<file path="src/rtl/vcve2_pkg.sv">
// Shared types for the vector register file sequencer.
// Holds the LMUL encoding and the sequencer state type.
package vcve2_pkg;

    typedef enum logic [2:0] {
        LMUL_1    = 3'b000,
        LMUL_2    = 3'b001,
        LMUL_4    = 3'b010,
        LMUL_8    = 3'b011,
        LMUL_RSVD = 3'b100,
        LMUL_F8   = 3'b101,
        LMUL_F4   = 3'b110,
        LMUL_F2   = 3'b111
    } vlmul_e;

    typedef enum logic [2:0] {
        VRF_IDLE,
        VRF_LOAD,
        VRF_REQ,
        VRF_WAIT,
        VRF_PRESENT,
        VRF_WRITE,
        VRF_WWAIT
    } vrf_seq_state_t;

endpackage

</file>
<file path="src/rtl/vcve2_vrf_beat_counter.sv">
// Beat counter: loads the LMUL-scaled beat count, clamped to one,
// and counts beats down; flags reserved LMUL encodings.
module vcve2_vrf_beat_counter
    import vcve2_pkg::*;
#(
    parameter int VLEN       = 128,
    parameter int PIPE_WIDTH = 32,
    parameter int CNT_W      = 6
) (
    input  logic   clk_i,
    input  logic   rst_ni,
    input  logic   load_i,
    input  logic   dec_i,
    input  vlmul_e lmul_i,
    output logic   last_o,
    output logic   reserved_o
);

    localparam int BASE = VLEN / PIPE_WIDTH;

    logic [CNT_W-1:0] beats;
    logic [CNT_W-1:0] cnt_q;

    // Scale the per-register beat count by LMUL; fractional groups never go below one beat.
    always_comb begin
        beats      = CNT_W'(BASE);
        reserved_o = 1'b0;
        unique case (lmul_i)
            LMUL_1:    beats = CNT_W'(BASE);
            LMUL_2:    beats = CNT_W'(BASE) << 1;
            LMUL_4:    beats = CNT_W'(BASE) << 2;
            LMUL_8:    beats = CNT_W'(BASE) << 3;
            LMUL_F2:   beats = CNT_W'(BASE) >> 1;
            LMUL_F4:   beats = CNT_W'(BASE) >> 2;
            LMUL_F8:   beats = CNT_W'(BASE) >> 3;
            LMUL_RSVD: reserved_o = 1'b1;
        endcase
        if (beats == '0) begin
            beats = CNT_W'(1);
        end
    end

    // Remaining-beat register.
    always_ff @(posedge clk_i or negedge rst_ni) begin
        if (!rst_ni) begin
            cnt_q <= '0;
        end else if (load_i) begin
            cnt_q <= beats;
        end else if (dec_i && cnt_q != '0) begin
            cnt_q <= cnt_q - CNT_W'(1);
        end
    end

    assign last_o = (cnt_q == CNT_W'(1));

endmodule

</file>
<file path="src/rtl/vcve2_vrf_sequencer.sv">
// VRF sequencer: per beat reads the selected source operands, presents
// them to the pipeline, and optionally writes the result beat back.
module vcve2_vrf_sequencer
    import vcve2_pkg::*;
#(
    parameter int VLEN       = 128,
    parameter int PIPE_WIDTH = 32,
    parameter int NUM_SRC    = 3
) (
    input  logic                          clk_i,
    input  logic                          rst_ni,
    input  logic                          req_i,
    input  logic [NUM_SRC:0]              sel_operation_i,
    input  vlmul_e                        lmul_i,
    output logic                          busy_o,
    output logic [NUM_SRC*PIPE_WIDTH-1:0] rdata_o,
    output logic                          rvalid_o,
    input  logic                          rready_i,
    input  logic [PIPE_WIDTH-1:0]         wdata_i,
    input  logic                          wvalid_i,
    output logic                          wready_o,
    output logic                          data_req_o,
    output logic                          data_we_o,
    input  logic                          data_gnt_i,
    input  logic                          data_rvalid_i,
    input  logic                          data_err_i,
    input  logic                          data_pmp_err_i,
    output logic [PIPE_WIDTH/8-1:0]       data_be_o,
    output logic [PIPE_WIDTH-1:0]         data_wdata_o,
    input  logic [PIPE_WIDTH-1:0]         data_rdata_i,
    output logic                          agu_load_o,
    output logic [NUM_SRC:0]              agu_get_o,
    input  logic                          agu_ready_i,
    output logic                          vector_done_o,
    output logic                          err_o
);

    localparam int CNT_W = $clog2(VLEN / PIPE_WIDTH * 8) + 1;
    localparam int SW    = (NUM_SRC > 1) ? $clog2(NUM_SRC) : 1;

    vrf_seq_state_t state_q, state_d;
    logic [NUM_SRC:0] sel_q, sel_d;
    logic [SW-1:0] src_q, src_d, first_src, next_src;
    logic has_src, has_next;
    logic wgnt_q, wgnt_d;
    logic [NUM_SRC*PIPE_WIDTH-1:0] rdata_q;
    logic [PIPE_WIDTH-1:0] wdata_q;
    logic cnt_load, cnt_dec, cnt_last, lmul_rsvd;
    logic cap_en, wcap, beat_end, mem_err;

    vcve2_vrf_beat_counter #(
        .VLEN       (VLEN),
        .PIPE_WIDTH (PIPE_WIDTH),
        .CNT_W      (CNT_W)
    ) u_beat_counter (
        .clk_i      (clk_i),
        .rst_ni     (rst_ni),
        .load_i     (cnt_load),
        .dec_i      (cnt_dec),
        .lmul_i     (lmul_i),
        .last_o     (cnt_last),
        .reserved_o (lmul_rsvd)
    );

    // Lowest selected source, and the next selected source after the current one.
    always_comb begin
        first_src = '0;
        has_src   = 1'b0;
        next_src  = '0;
        has_next  = 1'b0;
        for (int k = NUM_SRC - 1; k >= 0; k--) begin
            if (sel_q[k]) begin
                first_src = SW'(k);
                has_src   = 1'b1;
                if (k > int'(src_q)) begin
                    next_src = SW'(k);
                    has_next = 1'b1;
                end
            end
        end
    end

    assign mem_err = data_err_i | data_pmp_err_i;

    // Next-state and output decode; req_i is gated by reset so outputs stay low in reset.
    always_comb begin
        state_d       = state_q;
        sel_d         = sel_q;
        src_d         = src_q;
        wgnt_d        = wgnt_q;
        agu_load_o    = 1'b0;
        agu_get_o     = '0;
        data_req_o    = 1'b0;
        data_we_o     = 1'b0;
        rvalid_o      = 1'b0;
        wready_o      = 1'b0;
        vector_done_o = 1'b0;
        err_o         = 1'b0;
        cnt_load      = 1'b0;
        cnt_dec       = 1'b0;
        cap_en        = 1'b0;
        wcap          = 1'b0;
        beat_end      = 1'b0;
        unique case (state_q)
            VRF_IDLE: begin
                if (req_i && rst_ni) begin
                    if (lmul_rsvd) begin
                        err_o = 1'b1;
                    end else begin
                        agu_load_o = 1'b1;
                        cnt_load   = 1'b1;
                        sel_d      = sel_operation_i;
                        state_d    = VRF_LOAD;
                    end
                end
            end
            VRF_LOAD: begin
                if (agu_ready_i) begin
                    if (sel_q == '0) begin
                        state_d = VRF_IDLE;
                    end else if (has_src) begin
                        src_d   = first_src;
                        state_d = VRF_REQ;
                    end else begin
                        state_d = VRF_WRITE;
                    end
                end
            end
            VRF_REQ: begin
                data_req_o = 1'b1;
                if (data_gnt_i) begin
                    agu_get_o = (NUM_SRC+1)'(1) << src_q;
                    state_d   = VRF_WAIT;
                end
            end
            VRF_WAIT: begin
                if (data_rvalid_i) begin
                    if (mem_err) begin
                        err_o   = 1'b1;
                        state_d = VRF_IDLE;
                    end else begin
                        cap_en = 1'b1;
                        if (has_next) begin
                            src_d   = next_src;
                            state_d = VRF_REQ;
                        end else begin
                            state_d = VRF_PRESENT;
                        end
                    end
                end
            end
            VRF_PRESENT: begin
                rvalid_o = 1'b1;
                if (rready_i) begin
                    if (sel_q[NUM_SRC]) begin
                        state_d = VRF_WRITE;
                    end else begin
                        beat_end = 1'b1;
                    end
                end
            end
            VRF_WRITE: begin
                wready_o = 1'b1;
                if (wvalid_i) begin
                    wcap    = 1'b1;
                    wgnt_d  = 1'b0;
                    state_d = VRF_WWAIT;
                end
            end
            VRF_WWAIT: begin
                if (!wgnt_q) begin
                    data_req_o = 1'b1;
                    data_we_o  = 1'b1;
                    if (data_gnt_i) begin
                        agu_get_o[NUM_SRC] = 1'b1;
                        wgnt_d             = 1'b1;
                    end
                end else if (data_rvalid_i) begin
                    if (mem_err) begin
                        err_o   = 1'b1;
                        state_d = VRF_IDLE;
                    end else begin
                        beat_end = 1'b1;
                    end
                end
            end
            default: state_d = VRF_IDLE;
        endcase
        if (beat_end) begin
            cnt_dec = 1'b1;
            if (cnt_last) begin
                vector_done_o = 1'b1;
                state_d       = VRF_IDLE;
            end else if (has_src) begin
                src_d   = first_src;
                state_d = VRF_REQ;
            end else begin
                state_d = VRF_WRITE;
            end
        end
    end

    // State, operand and write-data registers.
    always_ff @(posedge clk_i or negedge rst_ni) begin
        if (!rst_ni) begin
            state_q <= VRF_IDLE;
            sel_q   <= '0;
            src_q   <= '0;
            wgnt_q  <= 1'b0;
            rdata_q <= '0;
            wdata_q <= '0;
        end else begin
            state_q <= state_d;
            sel_q   <= sel_d;
            src_q   <= src_d;
            wgnt_q  <= wgnt_d;
            if (cap_en) begin
                rdata_q[int'(src_q)*PIPE_WIDTH +: PIPE_WIDTH] <= data_rdata_i;
            end
            if (wcap) begin
                wdata_q <= wdata_i;
            end
        end
    end

    assign busy_o       = (state_q != VRF_IDLE);
    assign rdata_o      = rdata_q;
    assign data_wdata_o = wdata_q;
    assign data_be_o    = {(PIPE_WIDTH/8){rst_ni}};

endmodule

</file>
<file path="config.mk">
export PLATFORM = sky130hd
export DESIGN_NAME = vcve2_vrf_sequencer
export DESIGN_NICKNAME = d
export VERILOG_FILES = /design/src/rtl/vcve2_pkg.sv /design/src/rtl/vcve2_vrf_beat_counter.sv /design/src/rtl/vcve2_vrf_sequencer.sv
export SDC_FILE = /design/constraint.sdc
export NUM_CORES = 1
export LEC_CHECK = 0
export CAP_MARGIN = 10
export CORE_UTILIZATION = 45
export DETAILED_ROUTE_END_ITERATION = 7
export PLACE_DENSITY_LB_ADDON = 0.2
export SYNTH_ARGS = -nofsm -noshare
export SYNTH_HDL_FRONTEND = slang
export SYNTH_SLANG_ARGS = --single-unit
</file>
<file path="constraint.sdc">
create_clock -name clk_i -period 2.7 [get_ports clk_i]
set_input_delay 0.54 -clock clk_i [delete_from_list [all_inputs] [get_ports clk_i]]
set_output_delay 0.54 -clock clk_i [all_outputs]
set_load 0.02 [all_outputs]
</file>
==> results of run 1 <==
repair_timing:
action | CTS | global route
setup endpoints to repair | 7 | 2
resized for setup | 12 | 3
hold endpoints to repair | 0 | 0
cloned | 0 | 0
layout make-up:
type,count,area (um^2)
multi-input cells,463,2566
fillers,1043,4267
repair buffers,253,2471
inverters,9,33.78
flip-flops and latches,144,3606
clock inverters,12,205.2
well taps,180,225.2
clock buffers,19,452.9
sequential cells by signal, indices dropped and copies added (netlist names):
| signal | flops |
|---|---|
| sel_q | 4 |
| wgnt_q | 1 |
| src_q | 2 |
| state_q | 3 |
| rdata_o | 96 |
| u_beat_counter.cnt_q | 6 |
| data_wdata_o | 32 |
power by group:
part / internal, uW / switching [uW] / total, uW
clock: 1690 / 908 / 2600
sequential: 2750 / 454 / 3200
combinational: 1770 / 1940 / 3710
total: 6210 / 3300 / 9510
cell families after synthesis:
| group | after synthesis | synth area share [%] |
|---|---|---|
| AOI/OAI and AO/OA | 143 | 12.78 |
| xor gates and xnor gates | 2 | 0.2756 |
| adders and majority gates | 8 | 1.575 |
| buffers and inverters | 52 | 3.563 |
| DFF | 144 | 56.69 |
| muxes | 39 | 6.909 |
| and+or+nand+nor | 271 | 18.21 |
cells in the mapped netlist, drive strengths merged (2+ instances only):
master  number  share of area (%)
a21boi       3               0.35
a21oi       14                1.2
a221o        3               0.47
a31o         2               0.28
a32o         2               0.33
a32oi        3               0.41
and2         2               0.24
and3         3               0.37
and4         2               0.28
buf         12                1.2
clkbuf      31                1.8
dfrtp      144                 57
ha           8                1.6
inv          9               0.53
mux2        36                6.4
mux2i        3               0.47
nand2      206                 12
nand2b       2               0.20
nand3        8               0.63
nand3b       3               0.35
nor2        16               0.94
nor2b        7               0.69
nor3         7               0.63
nor3b        8               0.94
o21ai      103                8.1
o31ai        2               0.24
or3          4               0.39
path summary, 6_finish.rpt:
path | startpoint | endpoint | slack [ps]
max | state_q[1]$_DFFE_PN0P_ | wready_o | 60
max in group asynchronous | rst_ni | rdata_o[66]$_DFFE_PN0P_ | 1070
max reg2reg | u_beat_counter.cnt_q[0]$_DFFE_PN0P_ | u_beat_counter.cnt_q[3]$_DFFE_PN0P_ | 490
min in group clk_i | rdata_o[19]$_DFFE_PN0P_ | rdata_o[19]$_DFFE_PN0P_ | 480
min | rst_ni | rdata_o[90]$_DFFE_PN0P_ | 160
min reg2reg | rdata_o[19]$_DFFE_PN0P_ | rdata_o[19]$_DFFE_PN0P_ | 480
layer usage:
| layer | share of wire (%) | track usage, % | up-vias |
|---|---|---|---|
| met5 | 0 | 0 | - |
| met4 | 2.2 | 9.259 | 0 |
| met3 | 7.0 | 6.792 | 29 |
| met2 | 49 | 42.64 | 228 |
| met1 | 42 | 31.74 | 2704 |
| li1 | - | - | 2673 |
worst max-delay path, stage by stage, from the launching register on:
cell and delay, ps:
dfrtp_2 500, buf_4 190, nor2b_1 210, and2_1 170
clkdlybuf4s50_1 600
through the flow:
step	util, %	hold slack (ps)	std cells	worst slack [ps]
finish	69.14	157.7	1080	61.34
floorplan	-	244.4	659	546.5
global route	69.14	174.6	1080	16.10
CTS	69.07	156.0	1080	4.481
detailed placement	64.26	475.1	1049	-120.4
global placement	64.26	465.9	1049	-138.6
==> summary.txt, run 1 <==
Outcome
  • Status: completed

Place
  • Area after DPL: 8885 um^2
  • Port Buffer Count: 224
  • Gpl congestion: 0.9261
  • DP HPWL: 12.95 mm

Routing
  • Routed WL: 18.00 mm
  • DR vias/cell: 5.217
  • Via count: 5,634
  • DRC: 0
  • Antenna viol nets, final: 0
  • DRT iter0 DRCs: 406
  • WL/cell: 16.67 um
  • Drt pass-1 iters: 5

GRT
  • Total congestion overflow: 0
  • First-pass GRT wire length: 28.74 mm
  • Initial antenna violation count: 0
  • GR Util All Layers: 25.54%
  • Pin count of the biggest net entering global routing: 63
  • Vias in the first global route: 5,657

Floorplan
  • Num ports: 225
  • Full die area: 14,600 um^2
  • Die Height: 120.8 um
  • Die X-Extent: 120.8 um
  • Cell row count: 43
  • Core region area: 13,830 um^2
  • Initial core utilization: 45.97%

Critical path
  • Worst path required time: 2160 ps
  • Worst Path Arrival: 2100 ps
  • Startpoint types: register
  • Critical Path End Type: output port
  • Worst-path fanout max: 12
  • Worst R2R Path Depth: 7
  • CP Class: register to output port

Clocking
  • Clock-pin slew on the worst setup and hold paths: 60 ps
  • Clock Root Buffer: clkbuf_16
  • Clock Sinks: 144
  • Num CTS Buffers: 17
  • H-Tree Level Count: 4
  • Hold Buf Count CTS: 0
  • Longest Clk Path Bufs: 2
  • Post-CTS setup repair buffer count: 0
  • Worst-skew pair later-pin latency: 410 ps
  • CTS tree: yes

STA
  • Fin Clk Skew: 4.964 ps
  • Hold Violations, Final: 0
  • Final min period: 2639 ps
  • Max-slew headroom: 47.15%
  • Period utilisation layout: 97.73%
  • Pins Over Slew Limit: 0
  • Max Freq: 0.3790 GHz
  • Setup violations, final: 0
  • RSZ-0062 raised after global routing: no
  • Slew @ Worst Pin: 792.7 ps
  • Post-Route Setup TNS: 0 ps

Yosys
  • Post-synth ARST share: 100.0%
  • Cells after Synth: 659
  • Post-synthesis sequential area ratio: 56.69%
  • Net count after synthesis: 748
  • Post-synth EDFFs: 0
  • Yosys reg bits: 144
  • Post-Syn Area: 6356 um^2
  • Ys flop type: dfrtp_1
  • Synth unique cells: 56
  • Yosys warning total: 0
  • Syn avg cell area: 9.645 um^2

Finish
  • Layout cells sized above 1: 12.78%
  • Diode count: 0
  • Most common cell after layout, fill and taps aside: clkdlybuf4s50_1
  • Leading cell types in the layout, fill and taps excluded: clkdlybuf4s50_1, nand2_1, dfrtp_1
  • Nets: 977
  • Fin area: 9560 um^2
  • Syn-to-layout area delta: 50.41%

Power
  • Leak pwr: 0.004025 uW
  • Max VDD drop: 0.5041 mV
  • Total chip power: 9509 uW
  • Power Dens Cells: 994.7 nW/um^2

Run
  • Max capacitance violation total: 0

Hold path
  • HP Class: input pin to async pin
No activity file was read; power rests on OpenSTA's default activity.
==> run 2: changes to the inputs <==
CELL_PAD_IN_SITES_DETAIL_PLACEMENT = 1   (was not set)
CELL_PAD_IN_SITES_GLOBAL_PLACEMENT = 2   (was not set)
CORE_UTILIZATION = 27   (was 45)
CTS_CLUSTER_SIZE = 12   (was not set)
==> summary.txt, run 2 (synthesis results as in run 1) <==
Outcome
  • Status: completed

Routing
  • Drt pass-1 iters: 4 (-1)
  • DR vias/cell: 4.593 (-12%)
  • WL/cell: 17.36 um (+4.1%)
  • DRT iter0 DRCs: 211 (-48%)
  • Via count: 5,585 (-0.87%)
  • DRC: 0 (unchanged)
  • Routed WL: 21.11 mm (+17%)
  • Antenna viol nets, final: 0 (unchanged)

Floorplan
  • Num ports: 225 (unchanged)
  • Initial core utilization: 27.82% (-18 points)
  • Die Height: 155.4 um (+29%)
  • Full die area: 24,160 um^2 (+65%)
  • Core region area: 22,850 um^2 (+65%)
  • Die X-Extent: 155.4 um (+29%)
  • Cell row count: 55 (+28%)

Power
  • Clock power frac: 24.6% (-2.7 points)
  • Leak pwr: 0.003978 uW (-1.2%)
  • Sequential share of power: 34.6% (+0.9 points)
  • Internal Power: 5750 uW (-7.4%)
  • Sw Share: 37.68% (+3.0 points)
  • Switching power total: 3476 uW (+5.4%)
  • Power Dens Cells: 955.9 nW/um^2 (-3.9%)
  • Logic pwr share: 40.8% (+1.8 points)
  • Max VDD drop: 0.4275 mV (-15%)
  • Total chip power: 9225 uW (-3.0%)

Clocking
  • H-Tree Level Count: 4 (unchanged)
  • Clock Root Buffer: clkbuf_16
  • Num CTS Buffers: 17 (unchanged)
  • Post-cts resize count: 14 (+2)
  • CTS tree: yes
  • Longest Clk Path Bufs: 2 (unchanged)
  • Hold Buf Count CTS: 0 (unchanged)
  • Worst-skew pair later-pin latency: 420 ps (about the same)
  • Clock Sinks: 144 (unchanged)
  • Post-CTS setup repair buffer count: 0 (unchanged)
  • Clock-pin slew on the worst setup and hold paths: 70 ps (about the same)

Place
  • DP HPWL: 15.38 mm (+19%)
  • Gpl congestion: 0.7873 (-15%)
  • Inst Count DP: 1,184 (+13%)
  • Port Buffer Count: 224 (unchanged)
  • Setup Slack @ Placement: -229.8 ps (-109.4 ps)

STA
  • Fin Clk Skew: 10.23 ps (+5.265 ps)
  • Max-slew headroom: 38.06% (-9.1 points)
  • Max Freq: 0.3886 GHz (+2.5%)
  • Slew @ Worst Pin: 929.1 ps (+136.4 ps)
  • Setup ws final: 126.6 ps (+65.27 ps)
  • Hold Violations, Final: 0 (unchanged)
  • RSZ-0062 raised after global routing: no
  • Period utilisation layout: 95.31% (-2.4 points)
  • Final min period: 2573 ps (-65.27 ps)
  • Setup violations, final: 0 (unchanged)
  • Post-Route Setup TNS: 0 ps (unchanged)
  • Pins Over Slew Limit: 0 (unchanged)

Finish
  • Fillers: 2,575 (+150%)
  • Largest register FFs: 96 (unchanged)
  • Nets: 979 (+0.20%)
  • Layout cells sized above 1: 13.18% (+0.40 points)
  • Leading cell types in the layout, fill and taps excluded: clkdlybuf4s50_1, nand2_1, dfrtp_1
  • Final core occ: 42.24% (-27 points)
  • Most common cell after layout, fill and taps aside: clkdlybuf4s50_1
  • Layout Cells excl Fill: 1,216 (+13%)
  • Syn-to-layout area delta: 51.83%
  • Diode count: 0 (unchanged)

Critical path
  • Worst Path Arrival: 2030 ps (-70 ps)
  • CP Class: register to output port
  • Worst path required time: 2160 ps (about the same)
  • Critical Path End Type: output port
  • Startpoint types: register
  • Worst-path fanout max: 13 (+1)

GRT
  • Pin count of the biggest net entering global routing: 71 (+13%)
  • Total congestion overflow: 0 (unchanged)
  • GR Util All Layers: 18.17% (-7.4 points)
  • First-pass GRT wire length: 33.99 mm (+18%)
  • Initial antenna violation count: 0 (unchanged)
  • Vias in the first global route: 6,052 (+7.0%)

Hold path
  • HP Class: input pin to async pin

Run
  • Max capacitance violation total: 0 (unchanged)
[run 2: cell types whose count changed in the layout (fill, tap and decap cells not counted), moves of 2 or more]
cell,previous run,this run
inv_8,0,3
clkinv_4,1,3
buf_4,28,30
bufinv_16,5,0
[run 2: layer usage]
layer  global-route usage (%)  part of all wire, %  vias up
li1                         -                    -     2669
met2                    30.17                   49      158
met1                    23.07                   44     2732
met4                    6.116                  2.0        0
met3                    4.429                  5.2       26
met5                        0                    0        -
[run 2: critical path, cell delays in order (launching register included)]
cell and delay [ps]:
dfrtp_2 500, buf_4 190, nor2b_1 160, and2_1 150, clkdlybuf4s50_1 610
[run 2: worst paths after layout]
kind                                                     start                                   to  slack, ps  depth (start not counted)
min in group clk_i                     rdata_o[64]$_DFFE_PN0P_              rdata_o[64]$_DFFE_PN0P_        480                          2
max in group asynchronous                               rst_ni              rdata_o[20]$_DFFE_PN0P_       1190                          3
hold / removal                                          rst_ni              rdata_o[67]$_DFFE_PN0P_        220                          2
hold reg to reg                        rdata_o[64]$_DFFE_PN0P_              rdata_o[64]$_DFFE_PN0P_        480                          2
setup reg to reg           u_beat_counter.cnt_q[0]$_DFFE_PN0P_  u_beat_counter.cnt_q[3]$_DFFE_PN0P_        530                          7
setup / recovery                        state_q[1]$_DFFE_PN0P_                             wready_o        130                          4
[run 2: power by group through the flow]
stage	combinational, uW	clock [uW]	sequential, uW
after detailed placement	3820	0	3230
after CTS	3830	2350	3200
after floorplan	1440	0	3700
final	3760	2270	3200
after global routing	4100	2440	3290
after global placement	3740	0	3180
[run 2: per-stage QoR]
step	instance area, um^2	hold slack, ps
finish	9651	224.5
global route	9651	228.5
CTS	9643	217.5
detailed placement	9066	472.9
global placement	9066	464.5
floorplan	6356	244.4
[run 2: final cells by class]
type	count	area [um^2]	share of cell area (%)
timing repair buffer	255	2482	25.72
sequential	144	3606	37.37
clock inverter	14	122.6	1.271
multi-input combinational	463	2575	26.68
inverter	9	33.78	0.3501
clock buffer	18	439.2	4.551
tap	313	391.6	4.058
==> run 3: changes to the inputs <==
ABC_AREA = 1   (was not set)
CORE_UTILIZATION = 28   (was 27)
TNS_END_PERCENT = 10   (was not set)
==> summary.txt, run 3 <==
Finish
  • Leading cell types in the layout, fill and taps excluded: clkdlybuf4s50_1, nand2_1, dfrtp_1
  • Diode count: 0 (unchanged)
  • Layout Cells excl Fill: 1,363 (+12%)
  • Layout cells sized above 1: 15.10% (+1.9 points)
  • Nets: 1,109 (+13%)
  • Syn-to-layout area delta: 43.70%
  • Largest register FFs: 96 (unchanged)
  • Most common cell after layout, fill and taps aside: clkdlybuf4s50_1
  • Fillers: 2,913 (+13%)

Critical path
  • CP max stage delay: 610 ps (about the same)
  • Number of cells on the critical path: 5 (+1)
  • Critical path buffer and inverter count: 2 (unchanged)
  • Top Family by Delay on Critical Path: buffers and inverters
  • Worst Path Arrival: 2070 ps (+40 ps)
  • Crit path cell chain: buf_12, nor2_4, nand2_2, nor2_2, clkdlybuf4s50_1
  • Worst path slowest cell: clkdlybuf4s50_1
  • Worst-path fanout max: 6 (-7)
  • Worst R2R Path Depth: 8 (+1)
  • Worst path required time: 2160 ps (about the same)
  • Critical Path End Type: output port
  • CP Class: register to output port
  • Startpoint types: register

Floorplan
  • Initial core utilization: 28.65% (+0.83 points)
  • Cell row count: 58 (+5.5%)
  • Full die area: 26,490 um^2 (+9.6%)
  • Core region area: 25,250 um^2 (+11%)
  • Die X-Extent: 162.8 um (+4.7%)
  • Die Height: 162.8 um (+4.7%)
  • Num ports: 225 (unchanged)

STA
  • Slew @ Worst Pin: 692.5 ps (-236.6 ps)
  • Hold Violations, Final: 0 (unchanged)
  • Pins Over Slew Limit: 0 (unchanged)
  • Final min period: 2605 ps (+32.06 ps)
  • Max Freq: 0.3838 GHz (-1.2%)
  • Setup violations, final: 0 (unchanged)
  • Period utilisation layout: 96.50% (+1.2 points)
  • Fin Clk Skew: 12.57 ps (+2.338 ps)
  • Post-Route Setup TNS: 0 ps (unchanged)
  • Max-slew headroom: 53.83% (+16 points)

GRT
  • First-pass GRT wire length: 36.95 mm (+8.7%)
  • Vias in the first global route: 6,509 (+7.6%)
  • Pin count of the biggest net entering global routing: 122 (+72%)
  • Total congestion overflow: 0 (unchanged)
  • Initial antenna violation count: 0 (unchanged)
  • GR Util All Layers: 18.27% (+0.10 points)

Clocking
  • CTS tree: yes
  • Clock Root Buffer: clkbuf_16
  • Clock Sinks: 144 (unchanged)
  • H-Tree Level Count: 4 (unchanged)
  • Hold Buf Count CTS: 0 (unchanged)
  • Worst-skew pair later-pin latency: 420 ps (about the same)
  • Num CTS Buffers: 17 (unchanged)
  • Longest Clk Path Bufs: 2 (unchanged)
  • Clock-pin slew on the worst setup and hold paths: 70 ps (about the same)

Outcome
  • Status: completed

Yosys
  • Post-synth EDFFs: 0 (unchanged)
  • Post-synthesis sequential area ratio: 49.80% (-6.9 points)
  • Ranking of synthesized cells by area: dfrtp_1, nand2_1, mux2_4
  • Post-Syn Area: 7236 um^2 (+14%)
  • Synth unique cells: 37 (-34%)
  • Commonest cells in the netlist: nand2_1, dfrtp_1, nand3_1
  • Ys flop type: dfrtp_1
  • Top-area cell type share of the netlist area: 49.80% (-6.9 points)
  • Yosys warning total: 0 (unchanged)
  • Cells after Synth: 792 (+20%)
  • Syn avg cell area: 9.136 um^2 (-5.3%)
  • Net count after synthesis: 881 (+18%)
  • Yosys reg bits: 144 (unchanged)
  • Most frequent cell after synthesis: nand2_1
  • Post-synth ARST share: 100.0% (unchanged)
  • Post-synth top area cell: dfrtp_1

Run
  • Max capacitance violation total: 0 (unchanged)

Power
  • Leak pwr: 0.005090 uW (+28%)
  • Max VDD drop: 0.3728 mV (-13%)
  • Logic pwr share: 45.3% (+4.5 points)
  • Sw Share: 40.35% (+2.7 points)
  • Power Dens Cells: 975.1 nW/um^2 (+2.0%)
  • Switching power total: 4091 uW (+18%)
  • Sequential share of power: 31.2% (-3.4 points)
  • Clock power frac: 23.4% (-1.2 points)
  • Internal Power: 6047 uW (+5.2%)

Routing
  • Routed WL: 23.70 mm (+12%)
  • Via count: 6,199 (+11%)
  • WL/cell: 17.39 um (+0.17%)
  • DR vias/cell: 4.548 (-0.98%)
  • DRC: 0 (unchanged)
  • Drt pass-1 iters: 4 (unchanged)
  • DRT iter0 DRCs: 242 (+15%)
  • Antenna viol nets, final: 0 (unchanged)

Place
  • Gpl congestion: 0.7664 (-2.7%)
  • DP HPWL: 16.69 mm (+8.5%)
  • Port Buffer Count: 224 (unchanged)
  • Inst Count DP: 1,329 (+12%)

Hold path
  • HP Class: input pin to async pin
run 3: power by group through the flow:
stage	clock (uW)	sequential [uW]	combinational [uW]
2_1_floorplan	0	3700	2150
3_3_place_gp	0	3190	4590
3_5_place_dp	0	3220	4610
4_1_cts	2460	3190	4630
5_1_grt	2530	3250	5000
6_report	2380	3170	4600
run 3: area by class of cell:
type | instances | area [um^2] | share of cell area (%)
multi-input cells | 528 | 2973 | 28.59
clock inverters | 14 | 142.6 | 1.372
repair buffers | 258 | 2554 | 24.56
inverters | 71 | 279.0 | 2.684
flip-flops and latches | 144 | 3607 | 34.69
well taps | 330 | 412.9 | 3.971
clock buffers | 18 | 429.2 | 4.128
run 3: cell families after synthesis:
group	Yosys count	share of synthesized area (%)
buffers and inverters	120	9.234
and+or+nand+nor	366	22.83
AOI/OAI and AO/OA	121	10.10
DFF	144	49.80
adders and majority gates	8	1.383
muxes	32	6.536
xor gates and xnor gates	1	0.1211
run 3: final timing paths:
| kind | slack, ps | from | end |
|---|---|---|---|
| min | 210 | rst_ni | sel_q[3]$_DFFE_PN0P_ |
| max | 90 | state_q[1]$_DFFE_PN0P_ | agu_load_o |
| max in group asynchronous | 1450 | rst_ni | state_q[1]$_DFFE_PN0P_ |
| max reg2reg | 690 | src_q[1]$_DFF_PN0_ | rdata_o[63]$_DFFE_PN0P_ |
| min reg2reg | 490 | rdata_o[62]$_DFFE_PN0P_ | rdata_o[62]$_DFFE_PN0P_ |
| min in group clk_i | 490 | rdata_o[62]$_DFFE_PN0P_ | rdata_o[62]$_DFFE_PN0P_ |
run 3: repair_timing:
action,in CTS,in global routing
setup buffers,0,2
setup endpoints to repair,8,3
resized for setup,8,4
run 3: through the flow:
step | util [%] | cell area [um^2] | hold slack [ps] | worst slack [ps] | power [uW]
6_report | 41.17 | 10400 | 205.4 | 94.54 | 10140
5_1_grt | 41.17 | 10400 | 220.6 | -4.557 | 10780
4_1_cts | 41.07 | 10370 | 202.6 | 20.99 | 10280
3_5_place_dp | 38.81 | 9802 | 476.5 | 47.80 | 7828
3_3_place_gp | 38.81 | 9802 | 472.5 | 82.51 | 7784
2_1_floorplan | - | 7236 | 244.4 | 643.3 | 5847
run 3: per-layer routing:
metal | vias to the layer above | GRT usage (%) | share of wire [%]
li1 | 3025 | - | -
met4 | 0 | 5.183 | 1.4
met1 | 3030 | 23.98 | 45
met5 | - | 0 | 0
met2 | 123 | 30.50 | 50
met3 | 21 | 3.463 | 3.9
